`config.mk`:
```
export PLATFORM = sky130hd
export DESIGN_NAME = dwa_selector
export DESIGN_NICKNAME = d
export VERILOG_FILES = /design/src/rtl/dwa_selector.sv
export SDC_FILE = /design/constraint.sdc
export NUM_CORES = 1
export LEC_CHECK = 0
export BUFFER_PORTS_ARGS = -buffer_cell sky130_fd_sc_hd__buf_2
export CORE_MARGIN = 2
export CORE_UTILIZATION = 53
export DETAILED_ROUTE_END_ITERATION = 10
export HOLD_SLACK_MARGIN = 0.06
export PLACE_DENSITY = 0.78
export SLEW_MARGIN = 10
export SYNTH_ARGS = -nofsm -noshare
export SYNTH_HDL_FRONTEND = slang
export SYNTH_SLANG_ARGS = --single-unit
export TNS_END_PERCENT = 10
```
`constraint.sdc`:
```
create_clock -name clk_i -period 2.4 [get_ports clk_i]
set_input_delay 0.48 -clock clk_i [delete_from_list [all_inputs] [get_ports clk_i]]
set_output_delay 0.48 -clock clk_i [all_outputs]
set_load 0.05 [all_outputs]
```
`src/rtl/dwa_selector.sv`:
```
// Unit-element selector for a thermometer DAC. It either enables elements
// statically from element 0, or rotates the start element (data-weighted
// averaging) so that mismatch between unit elements is first-order shaped.
// Every output is registered, so elem_o follows the accepted code by one cycle.
module dwa_selector #(
  parameter int unsigned OUTPUT_WIDTH = 3
) (
  input  logic                         clk_i,
  input  logic                         rst_i,    // active-low, synchronous
  input  logic [OUTPUT_WIDTH-1:0]      code_i,
  input  logic                         valid_i,
  input  logic                         mode_i,   // 0: thermometer, 1: rotation
  output logic [(2**OUTPUT_WIDTH)-1:0] elem_o,
  output logic                         valid_o,
  output logic [OUTPUT_WIDTH-1:0]      ptr_o,
  output logic [OUTPUT_WIDTH-1:0]      ones_o,
  output logic                         wrap_o
);

  localparam int unsigned NUM_ELEM = 2 ** OUTPUT_WIDTH;

  logic [NUM_ELEM-1:0]     elem_d, elem_q;
  logic                    valid_d, valid_q;
  logic [OUTPUT_WIDTH-1:0] ptr_d, ptr_q;
  logic [OUTPUT_WIDTH-1:0] ones_d, ones_q;
  logic                    wrap_d, wrap_q;

  // One extra bit so the carry out of the pointer add marks a wrap.
  logic [OUTPUT_WIDTH:0]   ptr_sum;
  logic [OUTPUT_WIDTH-1:0] rot_off;
  logic [NUM_ELEM-1:0]     therm;
  logic [NUM_ELEM-1:0]     rot;

  // Element patterns and next-state selection for the sample on the inputs.
  always_comb begin
    elem_d  = elem_q;
    valid_d = 1'b0;
    ptr_d   = ptr_q;
    ones_d  = ones_q;
    wrap_d  = 1'b0;
    rot_off = '0;
    therm   = '0;
    rot     = '0;

    ptr_sum = {1'b0, ptr_q} + {1'b0, code_i};

    for (int k = 0; k < NUM_ELEM; k++) begin
      therm[k] = OUTPUT_WIDTH'(k) < code_i;
      // Distance of element k past the pointer, modulo NUM_ELEM.
      rot_off  = OUTPUT_WIDTH'(k) - ptr_q;
      rot[k]   = rot_off < code_i;
    end

    if (valid_i) begin
      valid_d = 1'b1;
      ones_d  = code_i;
      if (mode_i) begin
        elem_d = rot;
        ptr_d  = ptr_sum[OUTPUT_WIDTH-1:0];
        wrap_d = ptr_sum[OUTPUT_WIDTH];
      end else begin
        elem_d = therm;
      end
    end
  end

  // Output and pointer registers; reset wins over a concurrent sample.
  always_ff @(posedge clk_i) begin
    if (!rst_i) begin
      elem_q  <= '0;
      valid_q <= 1'b0;
      ptr_q   <= '0;
      ones_q  <= '0;
      wrap_q  <= 1'b0;
    end else begin
      elem_q  <= elem_d;
      valid_q <= valid_d;
      ptr_q   <= ptr_d;
      ones_q  <= ones_d;
      wrap_q  <= wrap_d;
    end
  end

  assign elem_o  = elem_q;
  assign valid_o = valid_q;
  assign ptr_o   = ptr_q;
  assign ones_o  = ones_q;
  assign wrap_o  = wrap_q;

endmodule

```
After elaboration in Yosys (flattened, before gate mapping):

Cells that the tools add are included.

* add/subtract/negate cells: 9
* magnitude comparators: 16
* multiplexer cells: 2
* reductions and logical operators: 2

Operators by type and width (number)
* 3-bit less-than comparator: 8
* 3-bit less-than comparator, first input constant: 4
* 3-bit subtractor, first input constant: 4
* 8-bit two-way mux: 1
* 1-bit by 3-bit less-than comparator with 1-bit output, first input constant: 2
* 2-bit by 3-bit less-than comparator with 1-bit output, first input constant: 2
* 1-bit by 3-bit subtractor with 3-bit output, first input constant: 2
* 2-bit by 3-bit subtractor with 3-bit output, first input constant: 2
* 3-bit by 3-bit adder with 4-bit output: 1
* 3-bit AND reduction: 1
* 2-bit AND reduction: 1
* 1-bit two-way mux: 1

* register bits: 16
* input bits: 7
* output and inout bits: 16

Depth between registers and ports, before layout:

Gate-level depths: netlist of the first run.

* depth in word-level cells: 3
* depth in mapped cells: 7

Least setup slack after synthesis of the first run:

OpenSTA, ideal clock, no wires.

* kind: register to register
* from: register ptr_q[1], in the netlist ptr_o[1]
* to: register elem_q[6], in the netlist elem_o[6]
* library setup time: 0.095 ns
* arrival: 2.025 ns
* data required time: 2.305 ns
* slack: 0.280 ns
* cell stages (with the launch flop): 8
* path buffers: 0
* period minus slack after synthesis: 2.120 ns
* path through: dfxtp_1 > inv_1 > ha_1 > inv_1 > ha_1 > nor2b_1 > o21a_1 > o311ai_1

* longest elaborated chain between the ends: 3

RTL lines
* from (decl): line 24 `logic [OUTPUT_WIDTH-1:0] ptr_d, ptr_q;`
* from (signal assigned): line 78 `ptr_q <= ptr_d;`
* 3-bit subtractor: line 50 `rot_off = OUTPUT_WIDTH'(k) - ptr_q;`
* 3-bit less-than comparator: line 51 `rot[k] = rot_off < code_i;`
* 8-bit two-way mux: line 57 `if (mode_i) begin`
* to (signal assigned): line 76 `elem_q <= elem_d;`
* to (decl): line 22 `logic [NUM_ELEM-1:0] elem_d, elem_q;`

Every way passes these cells.
A chain may end at the register's enable or synchronous reset.

Worst setup path in the final report of the first run:

Same ends and word-level chain as after synthesis.

==> run_results.csv, run 1 <==
group,metric,value,unit
timing,fin_tns_setup,0,ns
worst_setup_path,cp_slowest_cell,"dfxtp_1",
worst_setup_path,r2r_setup_slack,0.49,ns
global_routing,antenna_found_initial,0,
worst_setup_path,critical_path.top_delay_family,"adder cells",
pwr,p_total,0.7035,mW
pwr,p_per_area,561.2,mW/mm²
logic_synthesis,synth.distinct_cells,38,
logic_synthesis,synth-seq-cells,16,
worst_setup_path,path_buf_inv,2,
pwr,ir_worst_vdd,0.4415,mV
hold_path,hp-start,"elem_o[7]$_SDFFE_PN0P_",
logic_synthesis,synthesis.area,0.001122,mm²
timing,tightest_slew,0.3762,ns
finish,final_cells,170,
detailed_routing,wl_per_cell,13.08,µm
pwr,leakage,0.6360,nW
timing,rsz0062_at_grt,"no",
floorplanning,die_width,50.02,µm
hold_path,min_to,"elem_o[7]$_SDFFE_PN0P_",
timing,fmax,522.6,MHz
finish,nFillCells,179,
placed_design,gp_congestion,0.8537,
logic_synthesis,synth_edf_count,0,
finish,syn_to_final_growth,11.71,%
clocking,cts_resized,0,
floorplanning,die_h,50.02,µm
worst_setup_path,crit_path_start,"ptr_o[1]$_SDFFE_PN0P_",
floorplanning,row_count,16,
placed_design,portBuffers,22,
logic_synthesis,synth_nets,149,
hold_path,hp-class,"flip-flop to flip-flop",
logic_synthesis,synth-adder-area-share,22.97,%
global_routing,grt_max_degree,22,
clocking,clock_path_buffers,2,
flow_run,cap_viol_max_count,0,
timing,slew_violations,0,
finish,fin_nets,172,
hold_path,holdPathStages,1,
global_routing,grt_pass1_vias,882,
detailed_routing,drt_iter0_drc,9,
detailed_routing,drc,0,
worst_setup_path,worstRegToRegCells,7,
floorplanning,core_area,0.001982,mm²
clocking,post_cts_buffers,0,
clocking,clock_latency,0.30,ns
logic_synthesis,synth_ff_type,"dfxtp_1",
timing,setup_violations,0,
clocking,htreeDepth,1,
clocking,hold_buffers,0,
logic_synthesis,synth_top_family_by_area,"adder cells",
logic_synthesis,synth_xor_area_share,3.122,%
detailed_routing,vias,915,
worst_setup_path,startpoint_type,"flip-flop",
detailed_routing,antenna_left,0,
worst_setup_path,arrival,2.10,ns
placed_design,placedCellCount,167,
floorplanning,ioPinCount,23,
worst_setup_path,crit_chain,"inv_1, ha_1, inv_1, ha_1, nor2b_1, o21a_1, o311ai_1",
clocking,clock_sinks,16,
clocking,cts_buffers,3,
timing,hold_viol_final,0,
logic_synthesis,synthSimpleGateAreaFrac,14.94,%
logic_synthesis,syn_avg_cell_area,9.199,µm²
detailed_routing,drt-pass1-iter-count,4,
logic_synthesis,ys.warnings.count,0,
detailed_routing,wl,2223,µm
floorplanning,die_area,0.002502,mm²
worst_setup_path,cp_max_fo,7,
floorplanning,start_util,56.63,%
finish,final_layout_size_suffix_gt1_share,19.58,%
logic_synthesis,ys_seq_area_share,28.54,%
logic_synthesis,synthArstFlopShare,0,%
logic_synthesis,synthCells,122,
status,outcome,"completed",
global_routing,grt_first_pass_wirelength,3808,µm
timing,skew,0.009575,ns
worst_setup_path,crit_path_end_kind,"flip-flop",
worst_setup_path,slowest_delay,0.46,ns
logic_synthesis,synth_compound_area_share,19.40,%
logic_synthesis,synthMuxAreaShare,3.567,%
worst_setup_path,r2r-end,"elem_o[6]$_SDFFE_PN0P_",
timing,final.min_clock_period,1.914,ns
clocking,clk_pin_slew,0.10,ns
worst_setup_path,rr_startpoint,"ptr_o[1]$_SDFFE_PN0P_",
placed_design,post-dp-hpwl,1739,µm
clocking,cts_tree,"done",
timing,post-route-period-util,79.73,%
global_routing,grtUsageTotal,20.28,%
timing,relSlewSlack,74.92,%
detailed_routing,avgViaCountPerCell,5.382,
finish,antenna_cells,0,
global_routing,overflow,0,
worst_setup_path,path_class,"flip-flop to flip-flop",
clocking,cts-root-buf,"clkbuf_4",
worst_setup_path,worstPathRequired,2.59,ns
[state kept, by name, indices dropped and copies added (netlist names)]
register  flops
valid_o       1
elem_o        8
ones_o        3
ptr_o         3
wrap_o        1
[cells in the mapped netlist, types with 3 or more instances]
cell      number  share of area, %
dfxtp_1       16                29
nand2_1        5               1.7
nand2b_1       3               1.7
o21ai_0        7               3.1
ha_1          19                21
nor2b_1        8               4.5
and2_1         4               2.2
nor2_1         6               2.0
mux2i_1        4               3.6
inv_1         12               4.0
[power breakdown]
part	leakage, nW	switching [mW]	internal, mW	total, mW
Clock	0.0138	0.0878	0.0585	0.146
Combinational	0.490	0.170	0.0858	0.256
Sequential	0.132	0.0149	0.287	0.302
Total	0.636	0.272	0.431	0.704
[stage by stage]
stage          hold WS [ns]  instance area (µm²)  utilization [%]  setup WS, ns
5_1_grt              0.5280                 1254            63.26        0.3552
3_5_place_dp         0.4666                 1231            62.12        0.5036
2_1_floorplan        0.6302                 1122                -        0.2797
4_1_cts              0.4883                 1254            63.26        0.4691
6_report             0.4892                 1254            63.26        0.4864
3_3_place_gp         0.4585                 1231            62.12        0.6347
[cell type report]
| class | instances | area [µm²] | area share, % |
|---|---|---|---|
| Clock buffer | 3 | 22.52 | 1.796 |
| Inverter | 13 | 48.80 | 3.892 |
| Multi-Input combinational cell | 89 | 718.2 | 57.29 |
| Sequential cell | 16 | 320.3 | 25.55 |
| Timing Repair Buffer | 22 | 110.1 | 8.782 |
| Tap cell | 27 | 33.78 | 2.695 |
[worst max-delay path by stage]
stage | to | slack, ns | cells past startpoint
6_report | elem_o[6]$_SDFFE_PN0P_ | 0.49 | 7
5_1_grt | elem_o[6]$_SDFFE_PN0P_ | 0.36 | 7
4_1_cts | elem_o[6]$_SDFFE_PN0P_ | 0.47 | 7
3_5_place_dp | elem_o[6]$_SDFFE_PN0P_ | 0.50 | 7
3_3_place_gp | elem_o[6]$_SDFFE_PN0P_ | 0.63 | 7
2_1_floorplan | elem_o[6]$_SDFFE_PN0P_ | 0.28 | 7
[metal layers]
metal / vias up / part of all wire, % / GRT usage (%)
met5: - / 0 / 0
met4: 0 / 2.6 / 12.96
met3: 7 / 3.9 / 5.152
met2: 21 / 46 / 31.58
met1: 419 / 47 / 24.53
li1: 468 / - / -
[logic make-up after synthesis]
logic type      Yosys count
flops                    16
simple gates             32
fa+ha+maj                20
mux                       4
compound gates           29
xor+xnor                  4
buf+inv                  17
[cell usage in the layout, fill, tap and decap left out, types with 3 or more instances in the layout]
cell type / n
mux2i_1: 4
o21ai_0: 7
nand2b_1: 3
ha_1: 19
nand2_1: 5
nor2_1: 6
clkbuf_4: 3
buf_2: 22
dfxtp_1: 16
nor2b_1: 8
inv_1: 12
and2_1: 4
Power figures use the tool's default switching activity.
==> run 2, diff against run 1 <==
--- a/config.mk
+++ b/config.mk
@@ -7,10 +7,10 @@
 export LEC_CHECK = 0
 export BUFFER_PORTS_ARGS = -buffer_cell sky130_fd_sc_hd__buf_2
 export CORE_MARGIN = 2
-export CORE_UTILIZATION = 53
+export CORE_UTILIZATION = 48
 export DETAILED_ROUTE_END_ITERATION = 10
 export HOLD_SLACK_MARGIN = 0.06
-export PLACE_DENSITY = 0.78
+export PLACE_DENSITY = 0.74
 export SLEW_MARGIN = 10
 export SYNTH_ARGS = -nofsm -noshare
 export SYNTH_HDL_FRONTEND = slang
==> constraint.sdc (replaced) <==
create_clock -name clk_i -period 1.55 [get_ports clk_i]
set_input_delay 0.31 -clock clk_i [delete_from_list [all_inputs] [get_ports clk_i]]
set_output_delay 0.31 -clock clk_i [all_outputs]
set_load 0.05 [all_outputs]
==> run 2 against run 1 <==
The flow now finishes with violations (setup timing); sequential cell count stayed put; worst hold slack worse by 0.13 ns; count of clock-buffer cells in the layout is 1 higher; design area is 16% higher; core utilization is 2.4 points higher; routed wire length is 18% higher; sequential power is 55% higher; die area is 9.6% higher; global-route usage is 0.73 points higher; clock skew is 0.0013 ns lower; combinational power is 89% higher; critical path type unchanged; largest cell class unchanged; largest power group is now combinational cells.
==> run_results.csv, run 2 (synthesized netlist as in run 1, its figures left out) <==
group,metric,value,unit
status,outcome,"complete, but fails checks",
status,violations,"setup timing",
worst_setup_path,worst_path_most_repeated_cell,"ha_4",
finish,multi_input_area,810.8,µm²
worst_setup_path,cp_slowest_cell,"dfxtp_4",
global_routing,grt_first_pass_wirelength,4236,µm
worst_setup_path,slowest_delay,0.37,ns
detailed_routing,wl_per_cell,14.30,µm
clocking,hold_buffers,0,
worst_setup_path,r2r_setup_slack,-0.03,ns
floorplanning,die_width,52.36,µm
timing,relSlewSlack,74.02,%
finish,syn_to_final_growth,29.32,%
finish,largest_reg_flops,8,
flow_run,cap_viol_max_count,0,
placed_design,pre_cts_ws,-0.07969,ns
detailed_routing,vias,1006,
worst_setup_path,arrival,1.78,ns
worst_setup_path,cp_max_fo,3,
timing,tightest_slew,0.3898,ns
finish,final_layout_size_suffix_gt1_share,37.42,%
finish,seqCellArea,329.1,µm²
clocking,clock_latency,0.29,ns
clocking,clk_pin_slew,0.10,ns
pwr,clkPwrFrac,19.8,%
pwr,sw_frac_of_total,38.28,%
worst_setup_path,worstPathRequired,1.76,ns
pwr,p_per_area,817.5,mW/mm²
detailed_routing,drc,0,
placed_design,placedCellCount,176,
pwr,seq_power_share,39.5,%
clocking,clock_path_buffers,2,
hold_path,holdPathStages,2,
timing,post-route-period-util,101.8,%
clocking,htreeDepth,1,
floorplanning,die_area,0.002741,mm²
global_routing,grtUsageTotal,21.01,%
global_routing,grt_max_degree,22,
global_routing,antenna_found_initial,0,
worst_setup_path,path_class,"flip-flop to flip-flop",
pwr,ir_worst_vdd,0.6707,mV
worst_setup_path,startpoint_type,"flip-flop",
floorplanning,ioPinCount,23,
floorplanning,die_h,52.36,µm
detailed_routing,avgViaCountPerCell,5.497,
pwr,combPwrFrac,40.7,%
timing,setup_violations,3,
floorplanning,core_area,0.002212,mm²
worst_setup_path,worstRegToRegCells,7,
timing,slew_violations,0,
detailed_routing,antenna_left,0,
worst_setup_path,crit_chain,"inv_2, ha_4, inv_4, ha_4, nor2b_4, o21a_1, o311ai_2",
finish,fin_util,65.61,%
timing,fin_tns_setup,-0.05262,ns
worst_setup_path,r2r-end,"elem_o[6]$_SDFFE_PN0P_",
pwr,power_switching,0.4542,mW
timing,fmax,633.8,MHz
global_routing,grt_pass1_vias,1008,
detailed_routing,drt-pass1-iter-count,4,
timing,final.min_clock_period,1.578,ns
finish,final_cells,183,
pwr,internal_power,0.7322,mW
placed_design,gp_congestion,0.8657,
hold_path,min_to,"ptr_o[1]$_SDFFE_PN0P_",
clocking,cts-root-buf,"clkbuf_4",
detailed_routing,drt_iter0_drc,10,
pwr,leakage,0.7138,nW
detailed_routing,wl,2617,µm
timing,rsz0062_at_grt,"yes",
floorplanning,start_util,50.74,%
finish,layout_common_cells,"buf_2 (22), ha_1 (15), dfxtp_1 (13), buf_4 (10), inv_1 (9)",
clocking,cts_tree,"done",
hold_path,hp-class,"input port to flip-flop",
worst_setup_path,path_buf_inv,2,
clocking,clock_sinks,16,
finish,antenna_cells,0,
worst_setup_path,critical_path.top_delay_family,"adder cells",
clocking,cts_buffers,3,
global_routing,overflow,0,
placed_design,post-dp-hpwl,1886,µm
timing,fin_ws,-0.02771,ns
finish,fin_nets,183,
finish,nFillCells,184,
floorplanning,row_count,17,
hold_path,hp-start,"rst_i",
placed_design,portBuffers,22,
worst_setup_path,rr_startpoint,"ptr_o[1]$_SDFFE_PN0P_",
finish,layout_commonest_cell,"buf_2",
worst_setup_path,crit_path_end_kind,"flip-flop",
timing,skew,0.008317,ns
timing,hold_viol_final,0,
==> run 2: cell count changes in the layout (fill, tap and decap cells not counted), moves of 2 or more <==
cell / previous run / this run
buf_4: 0 / 10
dfxtp_4: 0 / 2
dfxtp_1: 16 / 13
inv_4: 0 / 2
xnor2_2: 0 / 2
ha_4: 0 / 3
xnor2_1: 2 / 0
ha_1: 19 / 15
inv_1: 12 / 9
nor2b_1: 8 / 6
==> run 2: power by group through the flow <==
stage / clock network [mW] / logic (mW) / registers [mW]
after floorplan: 0 / 0.193 / 0.591
after global placement: 0 / 0.408 / 0.472
after detailed placement: 0 / 0.416 / 0.475
after CTS: 0.241 / 0.452 / 0.468
after global routing: 0.262 / 0.524 / 0.473
final: 0.235 / 0.483 / 0.469
==> run 2: metal layers <==
| layer | vias up | GRT usage [%] | share of wire [%] |
|---|---|---|---|
| li1 | 487 | - | - |
| met1 | 484 | 23.89 | 43 |
| met2 | 28 | 36.46 | 51 |
| met3 | 7 | 3.143 | 4.1 |
| met4 | 0 | 12.82 | 2.1 |
| met5 | - | 0 | 0 |
==> run 2: cell type report <==
| class | instances | area share (%) |
|---|---|---|
| Multi-Input combinational cell | 89 | 55.86 |
| Sequential cell | 16 | 22.67 |
| Timing Repair Buffer | 33 | 13.53 |
| Inverter | 13 | 3.707 |
| Tap cell | 28 | 2.414 |
| Clock buffer | 4 | 1.810 |
==> run 2: worst max path at each step <==
stage,startpoint,endpoint,slack (ns),cells after the start
after detailed placement,ptr_o[0]$_SDFFE_PN0P_,elem_o[6]$_SDFFE_PN0P_,-0.08,7
after CTS,ptr_o[0]$_SDFFE_PN0P_,elem_o[6]$_SDFFE_PN0P_,-0.04,7
after global placement,ptr_o[0]$_SDFFE_PN0P_,elem_o[6]$_SDFFE_PN0P_,-0.03,7
final,ptr_o[1]$_SDFFE_PN0P_,elem_o[6]$_SDFFE_PN0P_,-0.03,7
after global routing,ptr_o[1]$_SDFFE_PN0P_,elem_o[6]$_SDFFE_PN0P_,-0.06,7
after floorplan,ptr_o[1]$_SDFFE_PN0P_,elem_o[6]$_SDFFE_PN0P_,-0.16,7
==> run 2: stage by stage <==
step / hold slack (ns) / cell area (µm²) / power (mW)
finish: 0.3593 / 1451 / 1.186
detailed placement: 0.4719 / 1301 / 0.8911
CTS: 0.3599 / 1399 / 1.162
floorplan: 0.4602 / 1131 / 0.7842
global placement: 0.4582 / 1301 / 0.8798
global route: 0.3673 / 1451 / 1.259
==> run 2: what timing repair did <==
item | 4_1_cts | 5_1_grt
endpoints found under the setup margin | 3 | 6
gates resized for setup | 11 | 10
pin swaps | 4 | 5
buffers inserted | 2 | 1
